--- config.mk ---
export PLATFORM = sky130hd
export DESIGN_NAME = hilo_muldiv_ctrl
export DESIGN_NICKNAME = d
export VERILOG_FILES = /design/src/rtl/hilo_muldiv_ctrl.sv
export SDC_FILE = /design/constraint.sdc
export NUM_CORES = 1
export LEC_CHECK = 0
export CAP_MARGIN = 20
export CORE_MARGIN = 5
export CORE_UTILIZATION = 60
export CTS_CLUSTER_DIAMETER = 50
export CTS_CLUSTER_SIZE = 40
export DETAILED_ROUTE_END_ITERATION = 12
export PLACE_DENSITY = 0.9
export SLEW_MARGIN = 5
export SYNTH_ARGS = -nofsm -noshare
export SYNTH_HDL_FRONTEND = slang
export SYNTH_SLANG_ARGS = --single-unit
--- constraint.sdc ---
create_clock -name clk -period 8.85 [get_ports clk]
set_clock_uncertainty 0.05 [all_clocks]
set_input_delay 2.2125 -clock clk [delete_from_list [all_inputs] [get_ports clk]]
set_output_delay 2.2125 -clock clk [all_outputs]
set_load 0.02 [all_outputs]
--- src/rtl/hilo_muldiv_ctrl.sv ---
// HI/LO multiply/divide controller: 32-step shift-add multiply or restoring divide
// on operand magnitudes, sign fix-up, then a one-cycle HI/LO write pulse.
module hilo_muldiv_ctrl (
    input  logic        clk,
    input  logic        rst,
    input  logic        start,
    input  logic [1:0]  op,
    input  logic [31:0] src_a,
    input  logic [31:0] src_b,
    input  logic        flush,
    output logic        stallreq,
    output logic        busy,
    output logic        done,
    output logic        hi_we,
    output logic        lo_we,
    output logic [31:0] hi_o,
    output logic [31:0] lo_o
);

    typedef enum logic [1:0] {
        IDLE = 2'd0,
        CALC = 2'd1,
        FIX  = 2'd2,
        DONE = 2'd3
    } state_t;

    state_t      state_r;
    state_t      state_s;
    logic [4:0]  cnt_r;
    logic [1:0]  op_r;
    logic [63:0] a_r;
    logic [63:0] acc_r;
    logic [31:0] b_r;
    logic        sign_a_r;
    logic        sign_b_r;
    logic        div0_r;
    logic [31:0] hi_r;
    logic [31:0] lo_r;

    logic        accept_s;
    logic        div0_s;
    logic [32:0] shift_s;
    logic [33:0] diff_s;
    logic        qbit_s;
    logic [63:0] prod_add_s;
    logic [31:0] fix_hi_s;
    logic [31:0] fix_lo_s;

    function automatic logic [31:0] neg32(input logic [31:0] x);
        return (~x) + 32'd1;
    endfunction

    function automatic logic [63:0] neg64(input logic [63:0] x);
        return (~x) + 64'd1;
    endfunction

    // Signed ops (op[0]==0) work on magnitudes; unsigned ops pass operands through.
    function automatic logic [31:0] mag32(input logic [31:0] x, input logic is_signed);
        return (is_signed && x[31]) ? neg32(x) : x;
    endfunction

    assign accept_s = (state_r == IDLE) && start && !flush;
    assign div0_s   = op[1] && (src_b == 32'd0);

    // One multiply or divide step worth of combinational datapath.
    always_comb begin
        shift_s    = {acc_r[31:0], a_r[31]};
        diff_s     = {1'b0, shift_s} - {2'b00, b_r};
        qbit_s     = ~diff_s[33];
        prod_add_s = acc_r + (b_r[0] ? a_r : 64'd0);
    end

    // Sign fix-up of the raw magnitude result.
    always_comb begin
        fix_hi_s = 32'd0;
        fix_lo_s = 32'd0;
        if (div0_r) begin
            fix_hi_s = a_r[31:0];
            fix_lo_s = 32'hFFFF_FFFF;
        end else begin
            case (op_r)
                2'b00: begin
                    fix_hi_s = (sign_a_r ^ sign_b_r) ? neg64(acc_r) >> 32 : acc_r[63:32];
                    fix_lo_s = (sign_a_r ^ sign_b_r) ? neg64(acc_r) : acc_r[31:0];
                end
                2'b01: begin
                    fix_hi_s = acc_r[63:32];
                    fix_lo_s = acc_r[31:0];
                end
                2'b10: begin
                    fix_hi_s = sign_a_r ? neg32(acc_r[31:0]) : acc_r[31:0];
                    fix_lo_s = (sign_a_r ^ sign_b_r) ? neg32(a_r[31:0]) : a_r[31:0];
                end
                default: begin
                    fix_hi_s = acc_r[31:0];
                    fix_lo_s = a_r[31:0];
                end
            endcase
        end
    end

    // Next-state logic.
    always_comb begin
        state_s = state_r;
        case (state_r)
            IDLE: begin
                if (accept_s) begin
                    state_s = div0_s ? FIX : CALC;
                end else begin
                    state_s = IDLE;
                end
            end
            CALC: begin
                if (flush) begin
                    state_s = IDLE;
                end else if (cnt_r == 5'd31) begin
                    state_s = FIX;
                end else begin
                    state_s = CALC;
                end
            end
            FIX: begin
                if (flush) begin
                    state_s = IDLE;
                end else begin
                    state_s = DONE;
                end
            end
            DONE:    state_s = IDLE;
            default: state_s = IDLE;
        endcase
    end

    // Control outputs; write enables are squashed by a flush in the DONE cycle.
    always_comb begin
        stallreq = rst && (accept_s || (state_r == CALC) || (state_r == FIX));
        busy     = (state_r != IDLE);
        done     = (state_r == DONE);
        hi_we    = done && !flush;
        lo_we    = done && !flush;
        hi_o     = hi_r;
        lo_o     = lo_r;
    end

    // State register.
    always_ff @(posedge clk or negedge rst) begin
        if (!rst) begin
            state_r <= IDLE;
        end else begin
            state_r <= state_s;
        end
    end

    // Operand latch, iteration datapath and result registers.
    always_ff @(posedge clk or negedge rst) begin
        if (!rst) begin
            cnt_r    <= 5'd0;
            op_r     <= 2'd0;
            a_r      <= 64'd0;
            acc_r    <= 64'd0;
            b_r      <= 32'd0;
            sign_a_r <= 1'b0;
            sign_b_r <= 1'b0;
            div0_r   <= 1'b0;
            hi_r     <= 32'd0;
            lo_r     <= 32'd0;
        end else begin
            case (state_r)
                IDLE: begin
                    if (accept_s) begin
                        op_r  <= op;
                        cnt_r <= 5'd0;
                        acc_r <= 64'd0;
                        if (div0_s) begin
                            div0_r   <= 1'b1;
                            a_r      <= {32'd0, src_a};
                            b_r      <= 32'd0;
                            sign_a_r <= 1'b0;
                            sign_b_r <= 1'b0;
                        end else begin
                            div0_r   <= 1'b0;
                            a_r      <= {32'd0, mag32(src_a, !op[0])};
                            b_r      <= mag32(src_b, !op[0]);
                            sign_a_r <= !op[0] && src_a[31];
                            sign_b_r <= !op[0] && src_b[31];
                        end
                    end else begin
                        cnt_r <= cnt_r;
                    end
                end
                CALC: begin
                    cnt_r <= cnt_r + 5'd1;
                    if (op_r[1]) begin
                        acc_r <= {31'd0, (qbit_s ? diff_s[32:0] : shift_s)};
                        a_r   <= {32'd0, a_r[30:0], qbit_s};
                    end else begin
                        acc_r <= prod_add_s;
                        a_r   <= a_r << 1;
                        b_r   <= b_r >> 1;
                    end
                end
                FIX: begin
                    if (!flush) begin
                        hi_r <= fix_hi_s;
                        lo_r <= fix_lo_s;
                    end else begin
                        hi_r <= hi_r;
                    end
                end
                DONE:    cnt_r <= cnt_r;
                default: cnt_r <= cnt_r;
            endcase
        end
    end

endmodule
### Word level (Yosys, flattened, before mapping)

Cells that the tools add are included.

* equal/unequal tests: 8
* muxes and demuxes: 34
* bitwise gates (word level): 8
* reductions and logical operators: 20
* add/sub/neg operators: 8

Operator list (number)
* $mux 32: 12
* $mux 64: 5
* $pmux 64 s2: 2
* $pmux 32 s3: 2
* $add 32x1->32 const B: 4
* $not 32->32: 4
* $add 64x1->64 const B: 1
* $add 64x64->64: 1
* $not 64->64: 1
* $pmux 32 s2: 1
* $sub 33x32->34: 1
* $mux 33: 1
* $logic_not 32->1: 1
* $mux 2: 5
* $pmux 5 s2: 1
* $pmux 2 s4: 1
* $logic_and 1x1->1: 7
* $eq 2x2->1 const B: 3
* $reduce_and 2->1: 3
* $add 5x1->5 const B: 1
* $eq 5x5->1 const B: 1
* $mux 5: 1
* $eq 2x1->1 const B: 2
* $logic_not 2->1: 2
* 8 further kinds: 15

* output and inout bits: 69
* input port bits: 70
* register bits after elaboration: 236
* word-level logic and storage cells: 89

### Depth between registers and ports, before layout

* depth in word-level cells: 6
* depth in mapped cells: 15
* depth with buffers taken out: 14

### Worst setup path after synthesis

OpenSTA, ideal clock, no wires.

* path kind: input port to output port
* start: input flush
* end: output stallreq
* stages: 3
* path buffers: 1
* slack: 3.362 ns
* required time: 6.588 ns
* data arrival time: 3.225 ns
* path through: nor4b_1 -> clkbuf_1 -> o31a_1

* word-level cells in the longest chain between the ends: 5

RTL lines
* from (decl): RTL line 10 `input logic flush,`
* $logic_not 1->1
* $logic_and 1x1->1: RTL line 62 `assign accept_s = (state_r == IDLE) && start && !flush;`
* $logic_or 1x1->1 (2 in a row): RTL line 136 `stallreq = rst && (accept_s || (state_r == CALC) || (state_r == FIX));`
* $logic_and 1x1->1: RTL line 136
* to (decl): RTL line 11 `output logic stallreq,`

No other way between the ends.

### Worst setup path after layout

Ends and elaborated chain as after synthesis.

==> impl_metrics.tcl <==
set metrics [dict create \
    outcome "completed" \
    cp_num_cells 5 \
    max-cap-violations 0 \
    async_reset_ff_share_pct 100 \
    synth_common_cells "nand2_1, o21ai_0, a21oi_1" \
    finalSetupTns_ps 0 \
    synthTopCellsByArea "dfrtp_1, o21ai_0, ha_1" \
    die_y_um 193 \
    min_period_over_period_pct 72.5 \
    via_per_inst 6.56 \
    post-route-drc-count 0 \
    crit_path_frequent_cell "clkdlybuf4s50_1" \
    firstDrtPassIters 6 \
    timing.rr.end "acc_r[61]" \
    cts.path.max_buffers 3 \
    cts_resized 0 \
    gp_congestion 0.993 \
    die_x_um 193 \
    areaGrowthSynthToFinish_pct 12.5 \
    max-vdd-ir-drop_uv 209 \
    grt_pass1_wl_um 103000 \
    regToRegSetupSlack_ps 4060 \
    crit_path_end_kind "output port" \
    r2r-start "b_r[0]" \
    rsz0062_at_grt "no" \
    clock_latency_ps 590 \
    grtUsageMet2_pct 55.2 \
    grt_remaining_overflow 0 \
    final_cell_area_um2 22500 \
    wl_per_cell_um 21.2 \
    tritoncts "yes" \
    yosysSeqAreaShare_pct 29.5 \
    layout.nets 2772 \
    synth_fp_nets 2770 \
    critPathKind "input pin to output port" \
    crit_arrival_ps 4150 \
    hold_viol_final 0 \
    slew-limit-headroom_pct 15.8 \
    critical_path_buf_inv_count 3 \
    wl_um 65100 \
    ys_ff_latch 236 \
    ctsHoldBuffers 0 \
    synthMostInstantiatedCell "nand2_1" \
    synthDistinctLibCells 81 \
    cts_buffers 30 \
    drive_above_1_share_pct 4.58 \
    worstSetupStartpointType "input pin" \
    critPathRequiredTime_ps 6590 \
    crit_end "stallreq" \
    hpwl_um 48200 \
    coreArea_um2 33300 \
    top_usage_layer "met2" \
    track_usage_pct 34.4 \
    crit_family "buffers and inverters" \
    synth_edf_count 0 \
    crit_slowest_cell "clkdlybuf4s50_1" \
    max_stage_delay_ps 600 \
    first_global_vias 18869 \
    setup_viol 0 \
    die_area_um2 37100 \
    antenna_found_initial 1 \
    p_leak_nw 9.71 \
    postSynthAreaPerCell_um2 7.71 \
    synth_ff_type "dfrtp_1" \
    clk_pin_slew_worst_paths_ps 60 \
    dr_total_vias 20161 \
    path_cells "clkdlybuf4s50_1, nor4b_2, buf_4, o31a_1, clkdlybuf4s50_1" \
    synth_top_area_share_pct 29.5 \
    drv_slew 0 \
    boundaryPins 139 \
    num_rows 67 \
    min_path_type "flip-flop to flip-flop" \
    grt_use_met1_pct 46.7 \
    tightest_slew_ps 1230 \
    p_per_area_nw_per_um2 268 \
    cts_max_level 1 \
    start_util_pct 60.2 \
    ys_warn_count 0 \
    cts.sinks 236 \
    use_met3_pct 6.06 \
    max_freq_ghz 0.156 \
    r2r_cells 14 \
    portBuffers 138 \
    synthCells 2596 \
    post-cts-setup-buffers 0 \
    grt_max_degree 101 \
    netlist_area_um2 20000 \
    critPathLaunch "flush" \
    postRouteAntennaNets 0 \
    cts_root_buf "clkbuf_16" \
    path_max_fanout 21 \
    placedInstanceArea_um2 21500 \
    first_iter_violations 2296 \
    netlist.top_cell.by_area "dfrtp_1" \
    layout_min_cycle_time_ps 6410 \
]
cell families (layout without fill, tap and decap cells):
group	Yosys count	count (layout)	share of synthesized area (%)
simple gates	876	876	20.6
fa+ha+maj	104	104	6.57
xor+xnor	250	250	10.9
buf+inv	256	281	4.93
flops	236	236	29.5
other cells	0	3	0
compound gates	864	864	27.0
mux	10	10	0.562
worst min-delay path, stage by stage, from the launching register on:
cell and delay [ps]:
dfrtp_1 340, nand2_1 50, o21ai_0 60
power by group:
part / total [mW] / internal [mW] / switching (mW)
Clock: 1.25 / 0.701 / 0.554
Combinational: 3.00 / 1.20 / 1.79
Sequential: 1.78 / 1.28 / 0.503
per-stage QoR:
stage	hold WS [ps]	power (mW)	std cells	setup WS, ps	utilization (%)
final	430	6.04	3072	2440	67.7
after global routing	450	6.40	3069	2380	67.7
after CTS	435	5.94	3068	2450	67.6
after detailed placement	421	4.68	3013	2450	64.5
after global placement	413	4.58	3013	2520	64.5
after floorplan	399	3.80	2596	3360	-
state kept, by name, indices dropped and copies added (netlist names):
name,cells
a_r,64
acc_r,64
b_r,32
cnt_r,5
div0_r,1
hi_o,32
lo_o,32
op_r,2
sign_a_r,1
sign_b_r,1
state_r,2
cells in the final DEF (no fill, tap or decap), drive strengths merged, types with 39 or more instances in the layout:
cell	count
nor2	237
inv	73
a21oi	250
a21o	55
nand2	287
clkdlybuf4s50	137
dfrtp	236
o31ai	42
or3	39
xnor2	121
xor2	129
ha	102
and2	72
o21ai	266
nand3	50
nor3	55
per-layer routing:
layer	part of all wire, %	vias to the layer above
met3	9.3	175
met5	0	-
met4	4.0	0
met1	41	9617
li1	-	9293
met2	46	1076
cell type report:
class / instances / area, um2
Antenna cell: 3 / 7.51
Clock buffer: 33 / 792
Clock inverter: 22 / 245
Fill cell: 2752 / 10800
Inverter: 65 / 244
Multi-Input combinational cell: 2104 / 13200
Sequential cell: 236 / 5910
Tap cell: 448 / 561
Timing Repair Buffer: 161 / 1580
worst min path at each step:
stage | startpoint | endpoint | slack [ps] | depth (start not counted)
4_1_cts | hi_o[21] | hi_o[21] | 430 | 2
3_5_place_dp | hi_o[21] | hi_o[21] | 420 | 2
5_1_grt | hi_o[0] | hi_o[0] | 450 | 2
6_report | hi_o[21] | hi_o[21] | 430 | 2
2_1_floorplan | cnt_r[3] | cnt_r[3] | 400 | 1
3_3_place_gp | hi_o[14] | hi_o[14] | 410 | 2
(Power assumes the default switching activity.)
